<file path="src/rtl/pipeline_ctrl_pkg.sv">
// rtl/pipeline_ctrl_pkg.sv - CPU base types and shadow-pipeline stage metadata types
package cpu_types_pkg;
    typedef logic [5:0] opcode_t;
    typedef logic [4:0] regbits_t;

    localparam opcode_t RTYPE = 6'h00;
    localparam opcode_t ADDI  = 6'h08;
    localparam opcode_t LW    = 6'h23;
    localparam opcode_t SW    = 6'h2B;
    localparam opcode_t HALT  = 6'h3F;
endpackage

package diaosi_types_pkg;
    import cpu_types_pkg::*;

    typedef struct packed {
        logic     valid;
        opcode_t  opcode;
        regbits_t rs;
        regbits_t rt;
        regbits_t wsel;
        logic     regwen;
        logic     dren;
        logic     dwen;
    } stage_meta_t;

    localparam int          STAGES      = 4;
    localparam stage_meta_t META_BUBBLE = '0;
endpackage

</file>
<file path="src/rtl/pipeline_ctrl_if.sv">
// rtl/pipeline_ctrl_if.sv - hazard-unit control, fetch metadata and status bundle
interface pipeline_ctrl_if #(
    parameter int CNT_W = 16
);
    import cpu_types_pkg::*;

    logic             pc_en;
    logic             pipe1_en;
    logic             pipe2_en;
    logic             pipe3_en;
    logic             pipe4_en;
    logic             flushed1;
    logic             flushed2;
    logic             flushed3;
    logic             ihit;
    logic             dhit;
    opcode_t          if_opcode;
    regbits_t         if_rs;
    regbits_t         if_rt;
    regbits_t         if_wsel;
    logic             if_regwen;
    logic             if_dren;
    logic             if_dwen;
    regbits_t         rsel1;
    regbits_t         rsel2;
    regbits_t         wsel;
    opcode_t          opcode;
    logic             dmemREN;
    logic             dmemWEN;
    logic             wb_regwen;
    regbits_t         wb_wsel;
    logic             halt;
    logic [3:0]       stage_valid;
    logic [CNT_W-1:0] stall_cnt;
    logic [CNT_W-1:0] flush_cnt;

    modport master (
        output pc_en, pipe1_en, pipe2_en, pipe3_en, pipe4_en,
        output flushed1, flushed2, flushed3, ihit, dhit,
        output if_opcode, if_rs, if_rt, if_wsel, if_regwen, if_dren, if_dwen,
        input  rsel1, rsel2, wsel, opcode, dmemREN, dmemWEN,
        input  wb_regwen, wb_wsel, halt, stage_valid, stall_cnt, flush_cnt
    );

    modport slave (
        input  pc_en, pipe1_en, pipe2_en, pipe3_en, pipe4_en,
        input  flushed1, flushed2, flushed3, ihit, dhit,
        input  if_opcode, if_rs, if_rt, if_wsel, if_regwen, if_dren, if_dwen,
        output rsel1, rsel2, wsel, opcode, dmemREN, dmemWEN,
        output wb_regwen, wb_wsel, halt, stage_valid, stall_cnt, flush_cnt
    );
endinterface

</file>
<file path="src/rtl/pipeline_ctrl_meta_reg.sv">
// rtl/pipeline_ctrl_meta_reg.sv - single stage latch, flush beats enable beats hold
module pipe_meta_reg
    import diaosi_types_pkg::*;
(
    input  logic        i_clk,
    input  logic        i_nrst,
    input  logic        i_flush,
    input  logic        i_en,
    input  stage_meta_t i_d,
    output stage_meta_t o_q
);
    stage_meta_t r_q;

    always_ff @(posedge i_clk) begin
        if (!i_nrst) begin
            r_q <= META_BUBBLE;
        end else if (i_flush) begin
            r_q <= META_BUBBLE;
        end else if (i_en) begin
            r_q <= i_d;
        end
    end

    assign o_q = r_q;
endmodule

</file>
<file path="src/rtl/pipeline_ctrl.sv">
// rtl/pipeline_ctrl.sv - shadow control pipeline, hazard-unit feeds, dmem handshake, halt, perf counters
module pipeline_ctrl
    import cpu_types_pkg::*;
    import diaosi_types_pkg::*;
#(
    parameter int CNT_W = 16
) (
    input  logic           CLK,
    input  logic           nRST,
    pipeline_ctrl_if.slave bus
);
    localparam logic [CNT_W-1:0] CNT_INC = {{(CNT_W-1){1'b0}}, 1'b1};

    stage_meta_t         w_d [STAGES];
    stage_meta_t         w_q [STAGES];
    logic [STAGES-1:0]   w_flush;
    logic [STAGES-1:0]   w_en;
    logic                w_halt_now;
    logic                w_halt;
    logic                w_req;
    logic                w_any_flush;
    logic                r_halt;
    logic                r_served;
    logic [CNT_W-1:0]    r_stall_cnt;
    logic [CNT_W-1:0]    r_flush_cnt;

    // HALT freezes the pipe the cycle it lands in MEM/WB, so it stays visible there.
    assign w_halt_now  = w_q[3].valid && (w_q[3].opcode == HALT);
    assign w_halt      = r_halt || w_halt_now;
    assign w_any_flush = bus.flushed1 || bus.flushed2 || bus.flushed3;

    assign w_flush = {1'b0, bus.flushed3, bus.flushed2, bus.flushed1} & {STAGES{!w_halt}};
    assign w_en    = {bus.pipe4_en, bus.pipe3_en, bus.pipe2_en, bus.pipe1_en} & {STAGES{!w_halt}};

    assign w_d[0] = bus.ihit ? {1'b1, bus.if_opcode, bus.if_rs, bus.if_rt, bus.if_wsel,
                                bus.if_regwen, bus.if_dren, bus.if_dwen}
                             : META_BUBBLE;

    for (genvar g = 0; g < STAGES; g++) begin : g_stage
        if (g > 0) begin : g_link
            assign w_d[g] = w_q[g-1];
        end
        pipe_meta_reg u_reg (
            .i_clk   (CLK),
            .i_nrst  (nRST),
            .i_flush (w_flush[g]),
            .i_en    (w_en[g]),
            .i_d     (w_d[g]),
            .o_q     (w_q[g])
        );
    end

    assign w_req = w_q[2].valid && (w_q[2].dren || w_q[2].dwen) && !r_served && !w_halt;

    // served marks the current EX/MEM access as done; new or flushed content rearms it.
    always_ff @(posedge CLK) begin
        if (!nRST) begin
            r_halt      <= 1'b0;
            r_served    <= 1'b0;
            r_stall_cnt <= '0;
            r_flush_cnt <= '0;
        end else begin
            r_halt <= w_halt;
            if (!w_halt) begin
                if (bus.flushed3 || bus.pipe3_en) begin
                    r_served <= 1'b0;
                end else if (bus.dhit && w_req) begin
                    r_served <= 1'b1;
                end
                if (!bus.pc_en && (r_stall_cnt != '1)) begin
                    r_stall_cnt <= r_stall_cnt + CNT_INC;
                end
                if (w_any_flush && (r_flush_cnt != '1)) begin
                    r_flush_cnt <= r_flush_cnt + CNT_INC;
                end
            end
        end
    end

    assign bus.rsel1       = (nRST && w_q[0].valid) ? w_q[0].rs : '0;
    assign bus.rsel2       = (nRST && w_q[0].valid) ? w_q[0].rt : '0;
    assign bus.wsel        = (nRST && w_q[1].valid && w_q[1].regwen) ? w_q[1].wsel : '0;
    assign bus.opcode      = (nRST && w_q[1].valid) ? w_q[1].opcode : RTYPE;
    assign bus.dmemREN     = nRST && w_req && w_q[2].dren;
    assign bus.dmemWEN     = nRST && w_req && w_q[2].dwen;
    assign bus.wb_regwen   = w_q[3].valid && w_q[3].regwen;
    assign bus.wb_wsel     = w_q[3].wsel;
    assign bus.halt        = w_halt;
    assign bus.stage_valid = nRST ? {w_q[3].valid, w_q[2].valid, w_q[1].valid, w_q[0].valid} : 4'b0000;
    assign bus.stall_cnt   = r_stall_cnt;
    assign bus.flush_cnt   = r_flush_cnt;
endmodule

</file>
<file path="src/flat_wrapper.sv">
// flat-port wrapper written by rule: the top's interface ports become plain ports
module pipeline_ctrl_flat import cpu_types_pkg::*; import diaosi_types_pkg::*;
#(
    parameter int CNT_W = 16
)
  (CLK, nRST, bus_pc_en, bus_pipe1_en, bus_pipe2_en, bus_pipe3_en, bus_pipe4_en, bus_flushed1, bus_flushed2, bus_flushed3, bus_ihit, bus_dhit, bus_if_opcode, bus_if_rs, bus_if_rt, bus_if_wsel, bus_if_regwen, bus_if_dren, bus_if_dwen, bus_rsel1, bus_rsel2, bus_wsel, bus_opcode, bus_dmemREN, bus_dmemWEN, bus_wb_regwen, bus_wb_wsel, bus_halt, bus_stage_valid, bus_stall_cnt, bus_flush_cnt);
  pipeline_ctrl_if #(.CNT_W(CNT_W)) bus_i ();
  input  logic CLK;
  input  logic nRST;
  input wire logic [$bits(bus_i.pc_en)-1:0] bus_pc_en;
  input wire logic [$bits(bus_i.pipe1_en)-1:0] bus_pipe1_en;
  input wire logic [$bits(bus_i.pipe2_en)-1:0] bus_pipe2_en;
  input wire logic [$bits(bus_i.pipe3_en)-1:0] bus_pipe3_en;
  input wire logic [$bits(bus_i.pipe4_en)-1:0] bus_pipe4_en;
  input wire logic [$bits(bus_i.flushed1)-1:0] bus_flushed1;
  input wire logic [$bits(bus_i.flushed2)-1:0] bus_flushed2;
  input wire logic [$bits(bus_i.flushed3)-1:0] bus_flushed3;
  input wire logic [$bits(bus_i.ihit)-1:0] bus_ihit;
  input wire logic [$bits(bus_i.dhit)-1:0] bus_dhit;
  input wire logic [$bits(bus_i.if_opcode)-1:0] bus_if_opcode;
  input wire logic [$bits(bus_i.if_rs)-1:0] bus_if_rs;
  input wire logic [$bits(bus_i.if_rt)-1:0] bus_if_rt;
  input wire logic [$bits(bus_i.if_wsel)-1:0] bus_if_wsel;
  input wire logic [$bits(bus_i.if_regwen)-1:0] bus_if_regwen;
  input wire logic [$bits(bus_i.if_dren)-1:0] bus_if_dren;
  input wire logic [$bits(bus_i.if_dwen)-1:0] bus_if_dwen;
  output wire logic [$bits(bus_i.rsel1)-1:0] bus_rsel1;
  output wire logic [$bits(bus_i.rsel2)-1:0] bus_rsel2;
  output wire logic [$bits(bus_i.wsel)-1:0] bus_wsel;
  output wire logic [$bits(bus_i.opcode)-1:0] bus_opcode;
  output wire logic [$bits(bus_i.dmemREN)-1:0] bus_dmemREN;
  output wire logic [$bits(bus_i.dmemWEN)-1:0] bus_dmemWEN;
  output wire logic [$bits(bus_i.wb_regwen)-1:0] bus_wb_regwen;
  output wire logic [$bits(bus_i.wb_wsel)-1:0] bus_wb_wsel;
  output wire logic [$bits(bus_i.halt)-1:0] bus_halt;
  output wire logic [$bits(bus_i.stage_valid)-1:0] bus_stage_valid;
  output wire logic [$bits(bus_i.stall_cnt)-1:0] bus_stall_cnt;
  output wire logic [$bits(bus_i.flush_cnt)-1:0] bus_flush_cnt;
  assign bus_i.pc_en = bus_pc_en;
  assign bus_i.pipe1_en = bus_pipe1_en;
  assign bus_i.pipe2_en = bus_pipe2_en;
  assign bus_i.pipe3_en = bus_pipe3_en;
  assign bus_i.pipe4_en = bus_pipe4_en;
  assign bus_i.flushed1 = bus_flushed1;
  assign bus_i.flushed2 = bus_flushed2;
  assign bus_i.flushed3 = bus_flushed3;
  assign bus_i.ihit = bus_ihit;
  assign bus_i.dhit = bus_dhit;
  assign bus_i.if_opcode = bus_if_opcode;
  assign bus_i.if_rs = bus_if_rs;
  assign bus_i.if_rt = bus_if_rt;
  assign bus_i.if_wsel = bus_if_wsel;
  assign bus_i.if_regwen = bus_if_regwen;
  assign bus_i.if_dren = bus_if_dren;
  assign bus_i.if_dwen = bus_if_dwen;
  assign bus_rsel1 = bus_i.rsel1;
  assign bus_rsel2 = bus_i.rsel2;
  assign bus_wsel = bus_i.wsel;
  assign bus_opcode = bus_i.opcode;
  assign bus_dmemREN = bus_i.dmemREN;
  assign bus_dmemWEN = bus_i.dmemWEN;
  assign bus_wb_regwen = bus_i.wb_regwen;
  assign bus_wb_wsel = bus_i.wb_wsel;
  assign bus_halt = bus_i.halt;
  assign bus_stage_valid = bus_i.stage_valid;
  assign bus_stall_cnt = bus_i.stall_cnt;
  assign bus_flush_cnt = bus_i.flush_cnt;
  pipeline_ctrl #(.CNT_W(CNT_W)) u_core (.CLK(CLK), .nRST(nRST), .bus(bus_i));
endmodule
</file>
<file path="config.mk">
export PLATFORM = sky130hd
export DESIGN_NAME = pipeline_ctrl_flat
export DESIGN_NICKNAME = d
export VERILOG_FILES = /design/src/rtl/pipeline_ctrl_pkg.sv /design/src/rtl/pipeline_ctrl_if.sv /design/src/rtl/pipeline_ctrl_meta_reg.sv /design/src/rtl/pipeline_ctrl.sv /design/src/flat_wrapper.sv
export SDC_FILE = /design/constraint.sdc
export NUM_CORES = 1
export LEC_CHECK = 0
export CORE_MARGIN = 3
export CORE_UTILIZATION = 40
export CTS_BUF_LIST = sky130_fd_sc_hd__clkbuf_8
export DETAILED_ROUTE_END_ITERATION = 8
export GPL_ROUTABILITY_DRIVEN = 0
export PLACE_DENSITY = 0.66
export SYNTH_ARGS = -nofsm -noshare
export SYNTH_HDL_FRONTEND = slang
export SYNTH_SLANG_ARGS = --single-unit
</file>
<file path="constraint.sdc">
create_clock -name CLK -period 2.1 [get_ports CLK]
set_input_delay 0.42 -clock CLK [delete_from_list [all_inputs] [get_ports CLK]]
set_output_delay 0.42 -clock CLK [all_outputs]
set_load 0.01 [all_outputs]
</file>
# [Word level (Yosys, flattened, before mapping)]
# Cells that the tools add are included.
[word_totals] register_bits=102 inputBits=36 output_inout_bits=66 wordCells=75
[classes] add_sub_neg=2 n_eq_ne=3 mux=8 bitwise=4 n_reduce_logical=30
[op_table] cell="$add 16x1->16 const B" n=2
[op_table] cell="$ne 16x16->1 const B" n=2
[op_table] cell="$mux 25" n=1
[op_table] cell="$mux 5" n=3
[op_table] cell="$logic_and 1x1->1" n=14
[op_table] cell="$reduce_or 2->1" n=4
[op_table] cell="$eq 6x6->1 const B" n=1
[op_table] cell="$mux 6" n=1
[op_table] cell="$reduce_and 2->1" n=3
[op_table] cell="$logic_or 1x1->1" n=5
[op_table] cell="$and 3x4->4" n=1
[op_table] cell="$and 4x4->4" n=1
[op_table] cell="$mux 4" n=1
[op_table] cell="$logic_not 1->1" n=3
[op_table] cell="$mux 1" n=2
[op_table] cell="$not 1->1" n=2
[op_table] cell="$reduce_bool 2->1" n=1

# [Logic depth before layout (Yosys ltp)]
# Gate-level depths: netlist of the first run.
[depth] word_depth=8 mapped_depth=7 ltp_nobuf=6

# [By module]
# From an unflattened synthesis of the first run, not the netlist that was laid out.
[hier_totals] cells_unflattened=598 area_unflattened_um2=5811.8
[modules_own_cells] mod="pipe_meta_reg" instances=4 cells_per_inst=82 area_per_inst_um2=929.6 seq_area_each_um2=500.5
[modules_own_cells] mod="pipeline_ctrl" instances=1 cells_per_inst=270 area_per_inst_um2=2093.3 seq_area_each_um2=680.7

# [Least setup slack after synthesis of the first run]
# No wires, ideal clock.
[synth_path] path_type="reg-to-reg" start="register u_core.r_stall_cnt[0] (netlist: u_core.bus.stall_cnt[0])" end="register u_core.r_stall_cnt[11] (netlist: u_core.bus.stall_cnt[11])" setup_ns=0.119 arrival_ns=1.680 required_ns=1.981 setup_slack_ns=0.301 stages_incl_launch_ff=7 path_buffers=1 synth_period_minus_slack_ns=1.799 path_cell_list="dfxtp_1 -> ha_1 -> and4_4 -> buf_4 -> a2111oi_4 -> nand4_1 -> mux2i_1"
[synth_via] elab_chain_cells=3 word_cells_on_any_way=4 classes_between="1 x add/sub; 1 x eq/ne; 2 x reduce/logical"
[synth_lines] element="from (decl)" line_no="pipeline_ctrl.sv:24" source="logic [CNT_W-1:0] r_stall_cnt;"
[synth_lines] element="from (signal assigned)" line_no="pipeline_ctrl.sv:71" source="r_stall_cnt <= r_stall_cnt + CNT_INC;"
[synth_lines] element="parallel branches: the longest is 3 deep, another holds $add 16x1->16"
# Several ways; the timed one is not identified.
# A chain may end at the register's enable or synchronous reset.

# [Final worst setup path of the first run]
[layout_path] start="input nRST" end="output bus_stage_valid[2]"
[layout_via] elab_chain_cells=1
[layout_lines] element="from (decl)" line_no="flat_wrapper.sv:9" source="input logic nRST;"
[layout_lines] element="$mux 4" line_no="pipeline_ctrl.sv:89" source="assign bus.stage_valid = nRST ? {w_q[3].valid, w_q[2].valid, w_q[1].valid, w_q[0].valid} : 4'b0000;"
[layout_lines] element="to (decl)" line_no="flat_wrapper.sv:36" source="output wire logic [$bits(bus_i.stage_valid)-1:0] bus_stage_valid;"
# No other way between the ends.

==> impl_results.md, run 1 <==
* Status: complete, no violations
* Worst path required time at 1.68 ns
* Post-route ant nets at 0
* Nets@finish at ~700
* Rel. slew slack at 71.6%
* Sequential fraction of the synthesis area at 46.1%
* Htree depth at 3
* Final hold vios at 0
* Drt via density at ~5.2
* Slowest-stage cell, CP: clkdlybuf4s50_1
* IO Pins at slightly above 100
* Number of flops mapped to enable cells by yosys at 0
* Crit. End Element: output pin
* Worst slew pin tran at 0.425 ns
* CP startpoint: nRST
* Die W at roughly 110 µm
* Drt pass-1 iters at 4
* Met1 GRT Util at 24.1%
* Pin count of the biggest net entering global routing at 29
* Min-delay src: u_core.g_stage[2].u_reg.o_q[3]
* VDD IR-drop max at 0.000292 V
* Avg Cell Area, Syn at 8.09 µm²
* Placed insts at just under 800
* Setup TNS at 0 ns
* Area Overhead vs Synth at 34.8%
* Reg clk slew, reported paths at 0.11 ns
* Type of element launching the critical path: input port
* Min-delay worst type: flop to flop
* Met2 usage at 32.3%
* Layout cells sized above 1 at 12.8%
* Final Slew Violations at 0
* # DRC at 0
* Crit-path cells: clkdlybuf4s15_2, buf_4, and2_1, buf_4, clkdlybuf4s50_1
* Fill count at roughly 1,000
* Leakage power at 0.00227 µW
* Async SR Flop Fraction at 0%
* Net Count, Synth at 585
* R2r startpoint: u_core.g_stage[3].u_reg.o_q[18]
* Global-route wire length before repair at 19,500 µm
* Routed vias at 4,185
* Final WL at ~12,000 µm
* Final WS setup at 0.0662 ns
* Final setup viols at 0
* Clock buffer depth at 2
* GRT Overall Usage at 19.0%
* Hold buffers post-CTS at 0
* Number of global-route vias before repair at 3,951
* Design Area, Final at 0.00597 mm²
* Yosys cell types at 36
* Clk_skew at roughly 0.014 ns
* WL per Instance at 14.7 µm
* Pwr Density at just under 600 mW/mm²
* Total power at 3440 µW
* DP Wirelength at between 8000 and 9000 µm
* YS warnings at 0
* CTS root buf: clkbuf_8
* Total grt overflow at 0
* Layout Cells excl Fill at 798
* Core area at 0.0106 mm²
* Post-synth top area share at a little under half
* Met3 Use GR at 4.69%
* Synthesized instance count at 547
* CP max stage delay at 0.52 ns
* Fin crit period at 2.03 ns
* Port buffer count at 101
* DP Area at roughly 0.0057 mm²
* Ant. Diodes at 0
* Starting density of the core at 41.9%
* FF+latch count, synth at 102
* Initial drt markers at 208
* Ranking of synthesized cells by area: dfxtp_1 (46%), nand2_1 (8.9%), a21oi_1 (8.6%), nand3_1 (8.4%), xnor2_1 (3.6%)
* Cts bufs inserted at 9
* Initial antenna violation count at 0
* Most common flop cell mapped by yosys: dfxtp_1
* TritonCTS clock tree: built
* Clk sink count at about 100
* Cell taking the most area after synthesis: dfxtp_1
* Die Y at roughly 110 µm
* Worst path arrival time at approximately 1.6 ns
* Pre-CTS WS at -0.422 ns
* Clock Latency Late Sink at between 0.3 and 0.4 ns
* Grt peak-use layer: met2
* Crit share post-route at 96.8%
* Top cell by count, worst path: buf_4
* Synth Cell Area at 0.00443 mm²
* Worst-path fanout max at 7
* Max-cap viol count at 0
* Rows at 37
* Setup Crit Path Kind: input port to output pin
* Die area at around 0.012 mm²
* F_max at 492 MHz
-- final timing paths --
check	end	slack, ns	depth (start not counted)
worst max-delay path	bus_stage_valid[2]	0.07	5
worst min-delay path	u_core.g_stage[3].u_reg.o_q[3]	0.45	2
worst max register to register	u_core.g_stage[0].u_reg.o_q[23]	0.12	9
worst min register to register	u_core.g_stage[3].u_reg.o_q[3]	0.45	2
-- synthesized netlist by cell type (all sizes together) (2+ instances only) --
cell     number
a2111oi       2
a211o         2
a211oi        6
a21o          4
a21oi        77
and2         10
and3         27
and4          6
buf          18
clkbuf       25
dfxtp       102
ha            2
inv          10
mux2i         7
nand2       105
nand2b        6
nand3        74
nand4         5
nor2         22
nor3          8
nor4          3
xnor2        18
-- per-layer routing --
metal	share of wire [%]	routed length, µm
met3	4.7	553
met2	50	5850
met4	1.1	131
met1	44	5190
met5	0	0
-- sequential cells by signal, summed over array words and instances, names as in the netlist --
signal and count:
u_core.bus.flush_cnt 16, u_core.bus.stall_cnt 16, u_core.r_halt 1, u_core.g_stage.u_reg.o_q 68, u_core.r_served 1
-- metrics by stage --
| stage | hold slack (ns) | util [%] |
|---|---|---|
| finish | 0.447 | 56.5 |
| global route | 0.464 | 56.5 |
| CTS | 0.441 | 55.9 |
| detailed placement | 0.446 | 53.7 |
| global placement | 0.439 | 53.7 |
| floorplan | 0.427 | - |
-- repair_timing --
item / CTS / global route
resized for setup: 27 / 17
pin swaps: 1 / 2
buffers inserted: 3 / 4
hold endpoints to repair: 0 / 0
endpoints found under the setup margin: 28 / 37
cloned: 1 / 0
-- cells in the final DEF (no fill, tap or decap), types with 2 or more instances in the layout --
cell type and count:
nand2_1 102, nand4_1 5, dlymetal6s2s_1 6, and3_1 23
a211oi_1 4, and4_4 2, clkinvlp_4 2, a211o_1 2
nand2b_1 6, and2_4 2, buf_6 2, buf_12 2
a21oi_1 76, nor3_1 8, buf_4 36, and2_1 8
nand3_1 74, clkdlybuf4s50_1 87, clkbuf_8 10, dlygate4sd2_1 5
a2111oi_4 2, nor2_1 22, and3_4 4, nor4_1 3
clkinv_4 2, nand2_2 3, dfxtp_2 8, and4_1 4
buf_2 3, dfxtp_1 94, ha_1 2, a21o_1 4
xnor2_1 18, mux2i_1 7, a211oi_2 2, inv_1 11
-- logic make-up after synthesis --
logic type	Yosys count	share of synthesized area (%)
xor+xnor	18	3.56
compound gates	96	13.3
flops	102	46.1
simple gates	269	29.5
fa+ha+maj	2	0.565
mux	7	1.58
buf+inv	53	5.40
-- final cells by class --
type                       count  area [µm²]  area share, %
clock buffer                  10         138           2.31
clock inverter                 6        47.5          0.797
inverter                      10        37.5          0.629
multi-input combinational    392        2170           36.4
sequential                   102        2050           34.4
tap                          136         170           2.85
timing repair buffer         142        1350           22.6
-- worst max-delay path: cells and delay by family --
family                 cells  cell delay (ns)
buffers and inverters      4             1.03
and+or+nand+nor            1             0.15
-- report_power, final --
| group | switching, µW | leakage, µW | internal [µW] |
|---|---|---|---|
| Sequential | 19.0 | 0.000828 | 1960 |
| Combinational | 155 | 0.00135 | 143 |
| Clock | 700 | 0.0000918 | 472 |
Note: power is estimated with default switching activity, not from simulation.
==> run 2: changes to the inputs <==
--- a/config.mk
+++ b/config.mk
@@ -6,11 +6,12 @@
 export NUM_CORES = 1
 export LEC_CHECK = 0
 export CORE_MARGIN = 3
-export CORE_UTILIZATION = 40
+export CORE_UTILIZATION = 50
 export CTS_BUF_LIST = sky130_fd_sc_hd__clkbuf_8
 export DETAILED_ROUTE_END_ITERATION = 8
 export GPL_ROUTABILITY_DRIVEN = 0
-export PLACE_DENSITY = 0.66
+export PLACE_DENSITY = 0.76
 export SYNTH_ARGS = -nofsm -noshare
 export SYNTH_HDL_FRONTEND = slang
+export SYNTH_HIERARCHICAL = 1
 export SYNTH_SLANG_ARGS = --single-unit
==> constraint.sdc (replaced) <==
create_clock -name CLK -period 2.3 [get_ports CLK]
set_input_delay 0.46 -clock CLK [delete_from_list [all_inputs] [get_ports CLK]]
set_output_delay 0.46 -clock CLK [all_outputs]
set_load 0.01 [all_outputs]
==> impl_results.md, run 2 <==
* Clk sink count at 102
* RSZ-0062 raised after global routing: false
* Rows at 34
* Core area at 0.00893 mm²
* DP Wirelength at 7620 µm
* Port buffer count at about 100
* Drt pass-1 iters at 4
* Area Overhead vs Synth at 24.9%
* Final WL at roughly 10,000 µm
* Fin crit period at 2.21 ns
* Crit. End Element: output pin
* Total grt overflow at 0
* Setup Crit Path Kind: input port to output pin
* Drt via density at between 5 and 6
* WL per Instance at around 15 µm
* Commonest non-fill, non-tap cell in the layout: nor2_1
* VDD IR-drop max at 0.000285 V
* Commonest cells after routing, fill and taps aside: nor2_1 (104), dfxtp_1 (102), clkdlybuf4s50_1 (97), mux2i_1 (72), and2_1 (37)
* Final hold vios at 0
* R2R setup slack at 0.27 ns
* Crit share post-route at 96.0%
* Global-route wire length before repair at 17,400 µm
* Slowest-stage cell, CP: clkdlybuf4s50_1
* CP max stage delay at 0.54 ns
* Min-delay worst type: flop to flop
* Synth Cell Area at 0.00473 mm²
* Die area at between 0.01 and 0.015 mm²
* Worst path required time at 1.84 ns
* Htree depth at 3
* Avg Cell Area, Syn at between 9 and 10 µm²
* Rel. slew slack at 57.6%
* Final Slew Violations at 0
* Die W at between 100 and 150 µm
* DP Area at 0.00569 mm²
* Status: complete, no violations
* Total power at 3200 µW
* CTS root buf: clkbuf_8
* Leakage power at 0.00238 µW
* Crit-path cells: dlygate4sd2_1, and2_0, and3_1, clkdlybuf4s50_1
* IO Pins at 102
* Initial drt markers at 127
* Layout Cells excl Fill at 713
* Post-route ant nets at 0
* Worst path arrival time at approximately 1.8 ns
* Reg clk slew, reported paths at 0.10 ns
* Type of element launching the critical path: input port
* Number of global-route vias before repair at 3,676
* Setup TNS at 0 ns
* Clock Latency Late Sink at 0.37 ns
* GRT Overall Usage at 20.4%
* Design Area, Final at 0.00591 mm²
* Routed vias at 3,708
* Max reg flops at 68
* Cts bufs inserted at 9
* Layout cells sized above 1 at under 10%
* TritonCTS clock tree: built
* Pin count of the biggest net entering global routing at 29
* Net Count, Synth at 540
* Die Y at 103 µm
* Final setup viols at 0
* Max-cap viol count at 0
* Pwr Density at 541 mW/mm²
* # DRC at 0
* Nets@finish at 638
* Starting density of the core at 53.0%
* Synthesized instance count at roughly 500
* F_max at 453 MHz
* Clock buffer depth at 2
* Initial antenna violation count at 0
* Fin util at between 60% and 70%
* Hold buffers post-CTS at 0
* Placed insts at 696
* Worst slew pin tran at between 0.6 and 0.7 ns
* Worst-path fanout max at 6
* Ant. Diodes at 0
* YS warnings at 6
* Clk_skew at 0.0142 ns
run 2: power by group:
group | total [µW] | leakage [µW] | internal [µW] | switching [µW]
clock | 1110 | 0.000104 | 436 | 677
combinational | 277 | 0.00145 | 147 | 129
sequential | 1810 | 0.000824 | 1790 | 23.5
total | 3200 | 0.00238 | 2370 | 829
run 2: final cells by class:
cell class	instances	area (µm²)
Clock buffer	9	124
Clock inverter	7	86.3
Fill cell	735	3030
Inverter	5	18.8
Multi-Input combinational cell	358	2310
Sequential cell	102	2040
Tap cell	108	135
Timing Repair Buffer	124	1190
run 2: what timing repair did:
item	CTS	global route
setup endpoints to repair	27	2
pin swaps	1	1
setup buffers	1	0
resized for setup	4	3
run 2: worst paths after layout:
| path | startpoint | end | cells after the start |
|---|---|---|---|
| min | u_core/bus.flush_cnt[14] | u_core/bus.flush_cnt[14] | 2 |
| max | nRST | bus_wsel[4] | 4 |
| max reg2reg | u_core/bus.flush_cnt[0] | u_core/bus.flush_cnt[15] | 8 |
| min reg2reg | u_core/bus.flush_cnt[14] | u_core/bus.flush_cnt[14] | 2 |
run 2: worst max-delay path, delay by kind of cell:
kind,cells,cell delay [ns]
AND/OR/NAND/NOR,2,0.45
buffers and inverters,2,0.84
run 2: per-stage QoR:
| stage | hold slack (ns) | worst slack, ns |
|---|---|---|
| 2_1_floorplan | 0.452 | 0.369 |
| 3_3_place_gp | 0.467 | -0.253 |
| 3_5_place_dp | 0.481 | -0.307 |
| 4_1_cts | 0.506 | 0.0224 |
| 5_1_grt | 0.537 | 0.000432 |
| 6_report | 0.505 | 0.0910 |
run 2: metal layers:
layer | part of all wire [%] | global-route usage, % | vias to the layer above
met5 | 0 | 0 | -
met4 | 0.61 | 5.98 | 0
met3 | 4.6 | 3.96 | 6
met2 | 48 | 33.5 | 78
met1 | 47 | 27.5 | 1744
li1 | - | - | 1880
==> run 3: changes to the inputs <==
--- a/config.mk
+++ b/config.mk
@@ -6,11 +6,10 @@
 export NUM_CORES = 1
 export LEC_CHECK = 0
 export CORE_MARGIN = 3
-export CORE_UTILIZATION = 50
+export CORE_UTILIZATION = 31
 export CTS_BUF_LIST = sky130_fd_sc_hd__clkbuf_8
 export DETAILED_ROUTE_END_ITERATION = 8
 export GPL_ROUTABILITY_DRIVEN = 0
-export PLACE_DENSITY = 0.76
 export SYNTH_ARGS = -nofsm -noshare
 export SYNTH_HDL_FRONTEND = slang
 export SYNTH_HIERARCHICAL = 1
==> impl_results.md, run 3 (same netlist as run 2, synthesis figures left out) <==
* Min-delay worst type: flop to flop
* Total power at about 3200 µW
* Area Overhead vs Synth at 27.2%
* DP Area at 0.00582 mm²
* Commonest non-fill, non-tap cell in the layout: nor2_1
* Crit-path cells: and3_1, clkdlybuf4s50_1
* Routed vias at 3,683
* F_max at 457 MHz
* WL per Instance at 14.4 µm
* Max-cap viol count at 0
* Final setup viols at 0
* DP Wirelength at approximately 8500 µm
* # DRC at 0
* VDD IR-drop max at 0.000247 V
* Final WL at ~11,000 µm
* Worst slew pin tran at 0.595 ns
* Port buffer count at 101
* Hold Crit Depth at 2
* Setup Crit Path Kind: flop to output pin
* R2R cell count at 7
* Htree depth at 3
* Die area at 0.0168 mm²
* GRT Overall Usage at 13.7%
* Crit share post-route at 95.1%
* Pwr Density at around 530 mW/mm²
* Ant. Diodes at 0
* Post-route ant nets at 0
* Critical path's top delay family: flip-flops
* Core area at 0.0148 mm²
* Layout cells sized above 1 at 9.00%
* Nets@finish at 644
* Clk sink count at 102
* Fin util at 40.8%
* Levels on crit path at 2
* Commonest cells after routing, fill and taps aside: nor2_1 (103), dfxtp_1 (102), clkdlybuf4s50_1 (97), mux2i_1 (72), and2_1 (37)
* Initial drt markers at approximately 180
* Max reg flops at slightly below 70
* Final Hold Slack at 0.498 ns
* Worst path required time at 1.84 ns
* Status: complete, no violations
* Hold buffers post-CTS at 0
* Fin crit period at 2.19 ns
* Die W at ~130 µm
* Rel. slew slack at 60.2%
* Crit. End Element: output pin
* RSZ-0062 raised after global routing: false
* Initial antenna violation count at 0
* CP max stage delay at 0.59 ns
* Clk_skew at between 0.01 and 0.015 ns
* Slowest-stage cell, CP: dfxtp_1
* Fill count at 1,470
* IO Pins at 102
* Die Y at ~130 µm
* Rows at 44
* CTS root buf: clkbuf_8
* Design Area, Final at 0.00602 mm²
* Pin count of the biggest net entering global routing at 29
* Area occupied by multi-input gates at 0.00231 mm²
* Setup TNS at 0 ns
* Starting density of the core at about a third
* Clock Latency Late Sink at 0.38 ns
* Total grt overflow at 0
* Worst-path fanout max at 13
* Final hold vios at 0
* Drt pass-1 iters at 4
* Worst path arrival time at 1.73 ns
* Number of global-route vias before repair at around 3,700
* Reg clk slew, reported paths at roughly 0.10 ns
* Buf/Inv on CP at 1
* Leakage power at 0.00238 µW
* Final Slew Violations at 0
* Global-route wire length before repair at 18,600 µm
* Clock buffer depth at 2
* Drt via density at 4.63
* TritonCTS clock tree: built
* Sequential cell area at approximately 0.002 mm²
* Cts bufs inserted at 9
* Type of element launching the critical path: flop
-- run 3: cell count changes in the layout (fill, tap and decap cells not counted), moves of 2 or more --
cell,change
clkinv_8,-3
clkdlybuf4s15_1,+2
clkinvlp_4,+4
buf_4,+7
-- run 3: final cells by class --
cell class	count	area share (%)
clock inverter	7	0.977
multi-input combinational	358	38.5
clock buffer	9	2.06
tap	184	3.83
inverter	5	0.312
sequential	102	33.9
timing repair buffer	130	20.4
-- run 3: routing by layer --
layer / vias up / track usage, % / share of wire, %
met5: - / 0 / 0
met4: 0 / 6.11 / 2.4
met3: 16 / 2.80 / 4.0
met2: 69 / 21.7 / 45
met1: 1698 / 18.2 / 48
li1: 1900 / - / -
-- run 3: worst register-to-register path, cell delays in order (launching register included) --
cell	delay [ns]
dfxtp_1	0.42
ha_1	0.26
nand4_1	0.20
nor4_2	0.50
buf_4	0.27
nor3b_1	0.08
xnor2_1	0.15
nor2_1	0.06
-- run 3: final timing paths --
path	from	to	slack, ns
setup reg to reg	u_core/bus.flush_cnt[1]	u_core/bus.flush_cnt[2]	0.24
hold / removal	u_core/bus.flush_cnt[14]	u_core/bus.flush_cnt[14]	0.50
hold reg to reg	u_core/bus.flush_cnt[14]	u_core/bus.flush_cnt[14]	0.50
setup / recovery	u_core/g_stage[0].u_reg/o_q[24]	bus_rsel1[3]	0.11
-- run 3: report_power, final --
part / switching, µW / internal (µW) / total (µW)
clock network: 675 / 406 / 1080
registers: 21.3 / 1790 / 1810
logic: 131 / 152 / 284
-- run 3: timing repair --
item | 4_1_cts | 5_1_grt
resized for setup | 5 | 5
pin swaps | 2 | 1
buffers inserted | 1 | 0
endpoints found under the setup margin | 28 | 8
-- run 3: stage by stage --
stage	cells	worst slack, ns
floorplan	502	0.369
global placement	778	-0.262
detailed placement	778	-0.300
CTS	795	0.000533
global route	795	0.00123
finish	795	0.113
